<file path="config.mk">
export PLATFORM = sky130hd
export DESIGN_NAME = decoder_scan_sequencer
export DESIGN_NICKNAME = d
export VERILOG_FILES = /design/src/rtl/decoder_scan_sequencer.sv
export SDC_FILE = /design/constraint.sdc
export NUM_CORES = 1
export LEC_CHECK = 0
export ABC_CLOCK_PERIOD_IN_PS = 1800
export BUFFER_PORTS_ARGS = -buffer_cell sky130_fd_sc_hd__buf_4
export CAP_MARGIN = 20
export CELL_PAD_IN_SITES_DETAIL_PLACEMENT = 0
export CELL_PAD_IN_SITES_GLOBAL_PLACEMENT = 1
export CORE_UTILIZATION = 38
export DETAILED_ROUTE_END_ITERATION = 10
export PLACE_DENSITY = 0.83
export SYNTH_ARGS = -nofsm -noshare
export SYNTH_HDL_FRONTEND = slang
export SYNTH_SLANG_ARGS = --single-unit
</file>
<file path="constraint.sdc">
create_clock -name clk -period 1.8 [get_ports clk]
set_clock_uncertainty 0.05 [all_clocks]
set_input_delay 0.36 -clock clk [delete_from_list [all_inputs] [get_ports clk]]
set_output_delay 0.36 -clock clk [all_outputs]
set_load 0.05 [all_outputs]
</file>
<file path="src/rtl/decoder_scan_sequencer.sv">
// ============================================================================
// Module      : decoder_scan_sequencer
// Description : Address/enable sequencer feeding a 3-to-8 decoder. Steps the
//               select through all 8 codes with a programmable dwell and one
//               blanking cycle between codes; one-shot or continuous scan.
//               Optional macro SCAN_REVERSE_EN sweeps 7 down to 0 instead.
// Revision    : 1.0 - initial release
// ============================================================================
`default_nettype none

module decoder_scan_sequencer #(
  parameter int DWELL_CYCLES = 4
) (
  input  logic clk,
  input  logic rst,
  input  logic start,
  input  logic single,
  input  logic stop,
  output logic e,
  output logic a,
  output logic b,
  output logic c,
  output logic busy,
  output logic sweep_done
);

  typedef enum logic [1:0] {
    S_IDLE  = 2'd0,
    S_DRIVE = 2'd1,
    S_BLANK = 2'd2,
    S_DONE  = 2'd3
  } state_t;

  localparam logic [7:0] c_last_count = 8'(DWELL_CYCLES - 1);

`ifdef SCAN_REVERSE_EN
  localparam logic [2:0] c_first_addr = 3'd7;
  localparam logic [2:0] c_final_addr = 3'd0;
  localparam logic [2:0] c_addr_step  = 3'd7;  // modulo-8 decrement
`else
  localparam logic [2:0] c_first_addr = 3'd0;
  localparam logic [2:0] c_final_addr = 3'd7;
  localparam logic [2:0] c_addr_step  = 3'd1;
`endif

  state_t     state_q, state_d;
  logic [2:0] addr_q, addr_d;
  logic [7:0] count_q, count_d;
  logic       mode_q, mode_d;
  logic       e_q, e_d;
  logic       busy_q, busy_d;
  logic       sweep_done_q, sweep_done_d;

  always_ff @(posedge clk) begin
    if (rst) begin
      state_q      <= S_IDLE;
      addr_q       <= 3'd0;
      count_q      <= 8'd0;
      mode_q       <= 1'b0;
      e_q          <= 1'b0;
      busy_q       <= 1'b0;
      sweep_done_q <= 1'b0;
    end else begin
      state_q      <= state_d;
      addr_q       <= addr_d;
      count_q      <= count_d;
      mode_q       <= mode_d;
      e_q          <= e_d;
      busy_q       <= busy_d;
      sweep_done_q <= sweep_done_d;
    end
  end

  always_comb begin
    state_d      = state_q;
    addr_d       = addr_q;
    count_d      = count_q;
    mode_d       = mode_q;
    sweep_done_d = 1'b0;

    // Abort wins over everything once a sweep is under way.
    if (state_q != S_IDLE && stop) begin
      state_d = S_IDLE;
      addr_d  = 3'd0;
      count_d = 8'd0;
    end else begin
      case (state_q)
        S_IDLE: begin
          addr_d  = 3'd0;
          count_d = 8'd0;
          if (start && !stop) begin
            state_d = S_DRIVE;
            addr_d  = c_first_addr;
            mode_d  = single;
          end
        end
        S_DRIVE: begin
          if (count_q == c_last_count) begin
            count_d = 8'd0;
            if (addr_q == c_final_addr && mode_q) begin
              state_d      = S_DONE;
              sweep_done_d = 1'b1;
            end else begin
              state_d      = S_BLANK;
              addr_d       = addr_q + c_addr_step;
              sweep_done_d = (addr_q == c_final_addr);
            end
          end else begin
            count_d = count_q + 8'd1;
          end
        end
        S_BLANK: begin
          state_d = S_DRIVE;
        end
        S_DONE: begin
          state_d = S_IDLE;
          addr_d  = 3'd0;
        end
        default: begin
          state_d = S_IDLE;
          addr_d  = 3'd0;
          count_d = 8'd0;
        end
      endcase
    end

    // Outputs are registered from the next state so they line up with it.
    e_d    = (state_d == S_DRIVE);
    busy_d = (state_d != S_IDLE);
  end

  assign e          = e_q;
  assign a          = addr_q[2];
  assign b          = addr_q[1];
  assign c          = addr_q[0];
  assign busy       = busy_q;
  assign sweep_done = sweep_done_q;

endmodule

`default_nettype wire

</file>
# Word-level counts from Yosys, hierarchy flattened
# Index checks and enable logic that the tools add are counted.
# word_totals
wordCells	45
regBits	17
# op_classes
add_sub_neg	2
reduce_logical	14
mux	11
n_eq_ne	8
n_bitwise	3
# ops
operator	n
case mux 8 bit (2 select lines)	1
adder 8 x 1 -> 8 bit, second input constant	1
equality test 8 x 2 -> 1 bit, second input constant	1
2-to-1 mux 8 bit	1
case mux 2 bit (4 select lines)	1
nonzero test 2 bit	4
2-to-1 mux 2 bit	3
2-to-1 mux 3 bit	2
case mux 3 bit (2 select lines)	1
AND reduction 3 bit	2
equality test 2 x 1 -> 1 bit, second input constant	2
equality test 2 bit, second input constant	2
!= test 2 bit, second input constant	2
OR reduction 2 bit	2
OR reduction 4 bit	1
adder 3 x 1 -> 3 bit, second input constant	1
equality test 3 bit, second input constant	1
logical AND 1 bit	3
inverter 1 bit	3
zero test 2 bit	1
2-to-1 mux 1 bit	2
zero test 1 bit	1

# Longest topological paths before layout
# logic_depth
ltp_word	7
mapped_depth	7
mapped_depth_nobuf	6

# Least setup slack after synthesis
# No wires, ideal clock.
# synth_path
path_kind	register -> register
startpoint	register addr_q[1]
endpoint	register busy_q, in the netlist busy
required_ns	1.630
stages_incl_launch_ff	6
path_slack_ns	-0.066
path_buffers	0
arrival_time_ns	1.696
path_cell_list	dfxtp_1 > ha_1 > ha_1 > and3_1 > o311a_4 > or2_1
# synth_via
elab_chain_cells	7
# synth_rtl
element	line	source
from (decl)	47	logic [2:0] addr_q, addr_d;
from (signal assigned)	65	addr_q <= addr_d;
equality test 3 bit	100	if (addr_q == c_final_addr && mode_q) begin
logical AND 1 bit	100	
2-to-1 mux 1 bit	100	
2-to-1 mux 2 bit	98	if (count_q == c_last_count) begin
case mux 2 bit (4 select lines)	87	case (state_q)
2-to-1 mux 2 bit	82	if (state_q != S_IDLE && stop) begin
nonzero test 2 bit	129	busy_d = (state_d != S_IDLE);
to (signal assigned)	69	busy_q <= busy_d;
to (decl)	51	logic busy_q, busy_d;
# No other way between the ends.
# A chain may end at the register's enable or synchronous reset.

# Worst setup path after layout
# layout_path
startpoint	register count_q[0]
endpoint	register busy_q, in the netlist busy
# layout_via
elab_chain_cells	5
# layout_rtl
element	line	source
from (decl)	48	logic [7:0] count_q, count_d;
from (signal assigned)	66	count_q <= count_d;
equality test 8 x 2 -> 1 bit	98	
2-to-1 mux 2 bit	98	
case mux 2 bit (4 select lines)	87	
2-to-1 mux 2 bit	82	
nonzero test 2 bit	129	
# No other way between the ends.

==> metrics <==
status=finished, final reports clean; GRT Total Usage=16.7%; YS warnings=0; Vias/cell=5.61; Slew HR=76.1%; top achievable clock speed=0.582 GHz; overflow left after global routing=0; DP Wirelength=1.36 mm; wire per inst=13.5 um; Post-Syn Area=890 um^2; final slew viol count=0; Post-synth EDFFs=0; max-cap check violation count=0; chip height=50.4 um; CTS tree=yes; Sw Share=27.0%; I/O pins=11; clk_lat worst skew=0.29 ns; flops & latches, synth=17; Unique masters post-synth=35; core area=2210 um^2; pin count of the biggest net entering global routing=13; cells taking the most area after synthesis=dfxtp_1, ha_1, a21oi_1; vias in the first global route=716; first-pass GRT wire length=3.19 mm; DR pass1 iterations=4; overall die area=2540 um^2; Critical Path AT=1.85 ns; area delta synth->final=20.1%; Port Buffers=10; Critical Path Source=count_q[0]; RSZ-0062 raised after global routing=no; RR Startpoint=count_q[0]; Ant. Diodes=0; Critical Path End Type=register; routed via count=796; Clock transition at path regs=0.11 ns; Mean Syn Cell Area=9.08 um^2; min Tclk post-route=1.72 ns; share of Yosys cell area claimed by the top area cell type=38.3%; starting density of the core=40.2%; H-tree levels=1; total internal power=516 uW; Synthesized Nets=109; sequential fraction of the synthesis area=38.3%; row count=17; period utilization=95.4%; layout cells sized above 1=27.2%; 1st-iter DRT viols=11; clock buffer depth=2; Slew @ Worst Pin=0.356 ns; top cells by count, synth=dfxtp_1, a21oi_1, nor2_1, o21ai_0, ha_1; Die X=50.4 um; Layout Cell Area excl Fill=1070 um^2; Async SR Flop Fraction=0%; type of the worst min-delay path=in2reg; Min Hold Slack=0.203 ns; P_leak=0.000432 uW; Mapped Cells=98; CP Max Fanout=5; DRC viols=0; min-delay src=rst; cts bufs inserted=3; cell with the most instances after synthesis=dfxtp_1; Clock Power Share=29.2%; final WL=1.91 mm; final net count=126; final hold violations=0; critical path startpoint category=register; CTS root buf=clkbuf_4; PD cells=662 nW/um^2; Worst VDD drop=527 uV; CP Class=reg2reg; setup TNS=0 ns; worst path required time=1.93 ns; initial antenna violation count=0; final setup violation count=0; Switch Pwr=191 uW; Gate power share=15.3%; dominant synthesized flop cell=dfxtp_1; Reg power frac=55.4%; CTS sink count=17; dpl cell area=1020 um^2; number of nets with antenna violations after routing=0; post-synth top area cell=dfxtp_1; Setup WS pre-CTS=0.0426 ns; total chip power=707 uW; Final GP Congestion=0.785; post-route worst setup slack=0.0825 ns
==> final timing paths <==
| kind | to | depth (start not counted) | slack (ns) |
|---|---|---|---|
| max | busy | 5 | 0.08 |
| min | mode_q | 2 | 0.20 |
| max reg2reg | busy | 5 | 0.08 |
| min reg2reg | addr_q[1] | 2 | 0.45 |
==> cell usage in the layout (no fill, tap or decap), types with 3 or more instances in the layout <==
cell type and instances:
nand3b_1 3, nand2_1 4, nor3_1 4, a21oi_1 8
o31ai_1 3, clkbuf_4 3, dfxtp_1 13, nand4_1 3
ha_1 4, nor2b_1 4, inv_1 4, dfxtp_2 4
nor2_1 7, o21ai_0 7, buf_4 14
==> cell type report <==
cell class,instances,area [um^2]
fillers,228,1140
inverters,4,15.0
clock buffers,4,26.3
multi-input cells,75,542
repair buffers,14,105
well taps,28,35.0
flip-flops and latches,17,345
==> through the flow <==
stage | utilization [%] | instances
after floorplan | - | 98
final | 48.3 | 142
after global placement | 46.0 | 137
after detailed placement | 46.0 | 137
after CTS | 47.2 | 141
after global routing | 48.3 | 142
==> what timing repair did <==
item,CTS,global route
buffers inserted,0,1
hold buffers,0,0
setup endpoints to repair,0,5
gates resized for setup,0,6
==> kinds of logic (layout without fill, tap and decap cells) <==
logic type | count (synthesis) | count (layout) | share of synthesized area (%)
simple gates | 38 | 38 | 26.3
mux | 2 | 2 | 2.25
buf+inv | 6 | 22 | 2.53
compound gates | 29 | 29 | 22.2
flops | 17 | 17 | 38.3
fa+ha+maj | 6 | 6 | 8.44
==> flip-flops by register name, indices dropped and copies added, names as in the netlist <==
signal,flops
count_q,8
addr_q,3
state_q,2
busy,1
e,1
mode_q,1
sweep_done,1
==> power groups by stage <==
stage          sequential, uW  clock, uW  combinational (uW)
2_1_floorplan             416          0                54.1
3_3_place_gp              399          0                 107
3_5_place_dp              400          0                 106
4_1_cts                   391        215                 107
5_1_grt                   393        229                 118
6_report                  392        207                 108
==> critical path, stage by stage, from the launching register on <==
cell and delay, ns:
dfxtp_2 0.37, ha_2 0.21, nor4b_4 0.27, a21boi_2 0.11
o311a_4 0.39, or2_1 0.20
==> per-layer routing <==
layer  vias up  global-route usage (%)  share of wire [%]
li1        401                       -                  -
met1       381                    22.2                 51
met2        12                    26.4                 45
met3         2                    2.73                3.0
met4         0                    6.94               0.89
met5         -                       0                  0
(Power assumes the default switching activity.)
